`src/rtl/sync_fifo_pkg.sv`:
```
// sync_fifo_pkg: shared pointer type, flag helpers and default depth for the feeder FIFO.
package sync_fifo_pkg;
    localparam int DEFAULT_DEPTH = 4;
    localparam int DEFAULT_ADDR_W = $clog2(DEFAULT_DEPTH);
    typedef logic [DEFAULT_ADDR_W:0] ptr_t;
    // Pointers are passed zero-extended so the helpers serve any DEPTH; aw is the index width.
    function automatic logic is_full(input logic [31:0] wr_ptr, input logic [31:0] rd_ptr, input int unsigned aw);
        return (wr_ptr ^ rd_ptr) == (32'd1 << aw);
    endfunction
    function automatic logic is_empty(input logic [31:0] wr_ptr, input logic [31:0] rd_ptr);
        return wr_ptr == rd_ptr;
    endfunction
endpackage

```
`src/rtl/fifo_mem_2p.sv`:
```
// fifo_mem_2p: DEPTH x N register array, one synchronous write port, one combinational read port, no reset.
module fifo_mem_2p #(
    parameter int N = 2,
    parameter int DEPTH = 4,
    localparam int AW = $clog2(DEPTH)
) (
    input  logic          clk_i,
    input  logic          we_i,
    input  logic [AW-1:0] waddr_i,
    input  logic [N-1:0]  wdata_i,
    input  logic [AW-1:0] raddr_i,
    output logic [N-1:0]  rdata_o
);
    logic [N-1:0] mem_q [DEPTH];
    always_ff @(posedge clk_i) begin
        if (we_i) mem_q[waddr_i] <= wdata_i;
    end
    assign rdata_o = mem_q[raddr_i];
endmodule

```
`src/rtl/sync_fifo_feeder.sv`:
```
// sync_fifo_feeder: FWFT FIFO with valid/ready read side and fill level.
// Define SYNC_FIFO_FEEDER_ERR_FLAG_EN to add sticky ovf_err/udf_err outputs.
module sync_fifo_feeder
    import sync_fifo_pkg::*;
#(
    parameter int N = 2,
    parameter int DEPTH = DEFAULT_DEPTH,
    localparam int ADDR_W = $clog2(DEPTH)
) (
    input  logic            Clk,
    input  logic            rst_n,
    input  logic            wr_en,
    input  logic [N-1:0]    wr_data,
    output logic            full,
    input  logic            rd_rdy,
    output logic            rd_vld,
    output logic [N-1:0]    rd_data,
    output logic            empty,
    output logic [ADDR_W:0] level
`ifdef SYNC_FIFO_FEEDER_ERR_FLAG_EN
    ,
    output logic            ovf_err,
    output logic            udf_err
`endif
);
    localparam logic [ADDR_W:0] PTR_ONE = 1;
    logic [ADDR_W:0] wr_ptr_q, wr_ptr_d, rd_ptr_q, rd_ptr_d, level_q, level_d;
    logic            full_q, full_d, empty_q, empty_d, wr_acc, rd_acc;
    logic [N-1:0]    rd_data_q, rd_data_d, mem_rdata;
    assign wr_acc = wr_en & ~full_q;
    assign rd_acc = ~empty_q & rd_rdy;
    fifo_mem_2p #(.N(N), .DEPTH(DEPTH)) u_mem (
        .clk_i   (Clk),
        .we_i    (wr_acc),
        .waddr_i (wr_ptr_q[ADDR_W-1:0]),
        .wdata_i (wr_data),
        .raddr_i (rd_ptr_d[ADDR_W-1:0]),
        .rdata_o (mem_rdata)
    );
    // The head word is registered from the next-state read pointer; a word
    // written into the slot that becomes the head this cycle is forwarded.
    always_comb begin
        wr_ptr_d  = wr_acc ? wr_ptr_q + PTR_ONE : wr_ptr_q;
        rd_ptr_d  = rd_acc ? rd_ptr_q + PTR_ONE : rd_ptr_q;
        level_d   = (wr_acc & ~rd_acc) ? level_q + PTR_ONE :
                    (rd_acc & ~wr_acc) ? level_q - PTR_ONE : level_q;
        full_d    = is_full(32'(wr_ptr_d), 32'(rd_ptr_d), ADDR_W);
        empty_d   = is_empty(32'(wr_ptr_d), 32'(rd_ptr_d));
        rd_data_d = empty_d ? rd_data_q :
                    (wr_acc && wr_ptr_q[ADDR_W-1:0] == rd_ptr_d[ADDR_W-1:0]) ? wr_data : mem_rdata;
    end
    always_ff @(posedge Clk or negedge rst_n) begin
        if (!rst_n) begin
            wr_ptr_q  <= '0;
            rd_ptr_q  <= '0;
            level_q   <= '0;
            full_q    <= 1'b0;
            empty_q   <= 1'b1;
            rd_data_q <= '0;
        end else begin
            wr_ptr_q  <= wr_ptr_d;
            rd_ptr_q  <= rd_ptr_d;
            level_q   <= level_d;
            full_q    <= full_d;
            empty_q   <= empty_d;
            rd_data_q <= rd_data_d;
        end
    end
    assign full    = full_q;
    assign empty   = empty_q;
    assign rd_vld  = ~empty_q;
    assign rd_data = rd_data_q;
    assign level   = level_q;
`ifdef SYNC_FIFO_FEEDER_ERR_FLAG_EN
    logic ovf_q, udf_q;
    always_ff @(posedge Clk or negedge rst_n) begin
        if (!rst_n) begin
            ovf_q <= 1'b0;
            udf_q <= 1'b0;
        end else begin
            ovf_q <= ovf_q | (wr_en & full_q);
            udf_q <= udf_q | (rd_rdy & empty_q);
        end
    end
    assign ovf_err = ovf_q;
    assign udf_err = udf_q;
`endif
endmodule

```
`config.mk`:
```
export PLATFORM = sky130hd
export DESIGN_NAME = sync_fifo_feeder
export DESIGN_NICKNAME = d
export VERILOG_FILES = /design/src/rtl/sync_fifo_pkg.sv /design/src/rtl/fifo_mem_2p.sv /design/src/rtl/sync_fifo_feeder.sv
export SDC_FILE = /design/constraint.sdc
export NUM_CORES = 1
export LEC_CHECK = 0
export ABC_AREA = 1
export ABC_CLOCK_PERIOD_IN_PS = 1800
export CORE_ASPECT_RATIO = 1.5
export CORE_MARGIN = 3
export CORE_UTILIZATION = 49
export CTS_CLUSTER_DIAMETER = 100
export CTS_CLUSTER_SIZE = 16
export DETAILED_ROUTE_END_ITERATION = 6
export GPL_ROUTABILITY_DRIVEN = 0
export MAX_ROUTING_LAYER = met4
export PLACE_DENSITY = 0.8
export SETUP_SLACK_MARGIN = 0.05
export SLEW_MARGIN = 25
export SYNTH_ARGS = -nofsm -noshare
export SYNTH_HDL_FRONTEND = slang
export SYNTH_SLANG_ARGS = --single-unit
```
`constraint.sdc`:
```
create_clock -name Clk -period 1.8 [get_ports Clk]
set_clock_uncertainty 0.05 [all_clocks]
set_input_delay 0.27 -clock Clk [delete_from_list [all_inputs] [get_ports Clk]]
set_output_delay 0.27 -clock Clk [all_outputs]
set_load 0.02 [all_outputs]
```
==> impl_metrics.yaml <==
logic_synthesis:
  ys_ff_latch: 21
  yosysMostFrequentCell: "nand2_1"
  synth_flop_cell: "dfrtp_1"
  synth_edf_count: 8
  syn_inst: 146
  synth_nets: 159
  synthTopCellsByArea: "dfrtp_1, edfxtp_1, nand2_1"
  yosys.area.top_type: "dfrtp_1"
  ys_seq_area_frac: 0.479
  synthArstFlopShare: 0.619
  syn_avg_cell_area_um2: 8.10
  yosys.area.top_type_share: 0.254
  netlist_top_cells_count: "nand2_1, inv_1, nand3_1, dfrtp_1, edfxtp_1"
  syn_area_mm2: 0.00118
  yosysUniqueCellTypes: 19
  yosys_warnings: 0
critical_path:
  r2r_setup_slack_ps: 120
  r2r.worst_path.cells: 6
  cp-start-kind: "register"
  crit_fanout: 5
  crit_path_end_kind: "register"
  required_ps: 1950
  crit_arrival_ps: 1820
  worstSetupPathType: "reg2reg"
placed_design:
  placed_cell_area_mm2: 0.00151
  hpwl_mm: 2.08
  io_buffers: 13
cells_and_area:
  insertedDiodeCount: 0
  drive_gt1_frac: 0.330
  area_delta_synth_final_pct: 40.8
  fin_area_mm2: 0.00167
  n_fill_cell: 162
  fin_nets: 202
global_routing:
  grt_pass1_wl_mm: 4.42
  grt_pass1_vias: 1122
  antenna_found_initial: 0
  grt_overflow: 0
  groute.usage.overall: 0.207
  grt_max_degree: 14
sta:
  relSlewSlack: 0.613
  hold_viol: 0
  final-setup-viol-count: 0
  period_minus_slack_ps: 1680
  maxSlewViolCount: 0
  grt_setup_unrepaired: "yes"
  holdWs_ps: 262
  tightest_slew_ps: 579
  min_period_over_period: 0.931
  fmax_mhz: 597
run_status:
  outcome: "finished clean"
die:
  row_count: 21
  die_h_um: 66.2
  die_w_um: 46.1
  core_area_mm2: 0.00226
  pin_count: 14
  initial_core_util: 0.523
  die_area_mm2: 0.00305
clock_network:
  cts.sinks: 21
  cts_buffers: 3
  clock_tree.root_cell: "clkbuf_4"
  clk_latency_ps: 310
  cts_buffer_depth: 2
  tritoncts: "done"
  htreeDepth: 1
  clk_pin_slew_ps: 120
pwr:
  p_per_area_mw_per_mm2: 1880
  p_leak_uw: 0.000864
  ir_drop_mv: 1.17
flow_run:
  cap_violations: 0
hold_path:
  hp-class: "in2async"
routing:
  post-route-drc-count: 0
  ant_nets: 0
  wl_mm: 2.76
  first_iter_violations: 20
  via_per_inst: 5.15
  firstDrtPassIters: 4
  vias: 1086
  wl_per_cell_um: 13.1
[logic make-up (layout without fill, tap and decap cells)]
logic type / Yosys count / after routing / share of synthesized area
and+or+nand+nor: 83 / 83 / 0.308
buffers and inverters: 29 / 71 / 0.0921
DFF: 21 / 21 / 0.479
adders and majority gates: 7 / 7 / 0.0804
xor gates and xnor gates: 3 / 3 / 0.0222
AOI/OAI and AO/OA: 2 / 2 / 0.00846
muxes: 1 / 1 / 0.00952
[sequential cells by signal (all words and copies together) (netlist names)]
signal       count
u_mem.mem_q      8
level            3
rd_ptr_q         3
wr_ptr_q         3
rd_data          2
empty            1
full             1
[worst max-delay path, stage by stage, from the launching register on]
cell     delay (ps)
dfstp_2         570
inv_4            50
nand2_4          70
ha_4            130
inv_2            40
fa_2            400
mux2_2          270
[final cells by class]
cell class	count	area [um^2]	area share
Clock buffer	3	22.5	0.0135
Clock inverter	1	5.00	0.00301
Inverter	29	111	0.0669
Multi-Input combinational cell	96	604	0.363
Sequential cell	21	568	0.341
Tap cell	23	28.8	0.0173
Timing Repair Buffer	38	325	0.195
[where the power goes]
part | switching (uW) | leakage (uW) | internal, uW
registers | 148 | 0.000228 | 702
logic | 1090 | 0.000618 | 957
clock network | 146 | 0.0000177 | 83.1
total | 1380 | 0.000864 | 1740
[placed cells by master, fill, tap and decap left out]
cell	count
a21oi_1	1
buf_4	23
buf_6	2
clkbuf_4	3
clkdlybuf4s50_1	10
clkinv_2	1
dfrtp_1	11
dfrtp_2	1
dfstp_2	1
dlygate4sd2_1	2
dlymetal6s2s_1	1
edfxtp_1	8
fa_2	1
ha_1	4
ha_4	2
inv_1	22
inv_2	6
inv_4	1
mux2_2	1
nand2_1	38
nand2_2	8
nand2_4	4
nand3_1	20
nand3_2	4
nand3b_1	2
nor2_1	4
nor2_2	3
o21ai_1	1
xnor2_1	2
xor2_2	1
[layer usage]
metal | global-route usage | wire length (um)
met1 | 0.211 | 1060
met2 | 0.376 | 1570
met3 | 0.0163 | 60
met4 | 0.0961 | 72
met5 | - | 0
[per-stage QoR]
stage                     instances  power [uW]  TNS (ps)   util  worst slack [ps]
after global placement          201        2510      -553  0.667              -134
after detailed placement        201        2590      -686  0.667              -202
after floorplan                 146        1870         0      -              40.6
final                           211        3130         0  0.737               124
after global routing            211        3410         0  0.737              35.9
after CTS                       205        2810         0  0.678              66.5
[timing repair]
action | CTS | global route
resized for setup | 2 | 25
setup endpoints to repair | 2 | 3
hold buffers | 0 | 0
setup buffers | 0 | 6
pin swaps | 0 | 13
[worst paths after layout]
kind / start / to
setup / recovery: empty / level[1]
hold / removal: rst_n / wr_ptr_q[1]
setup reg to reg: empty / level[1]
hold reg to reg: level[2] / level[2]
max in group asynchronous: rst_n / wr_ptr_q[0]
min in group Clk: level[2] / level[2]
(Power assumes the default switching activity.)
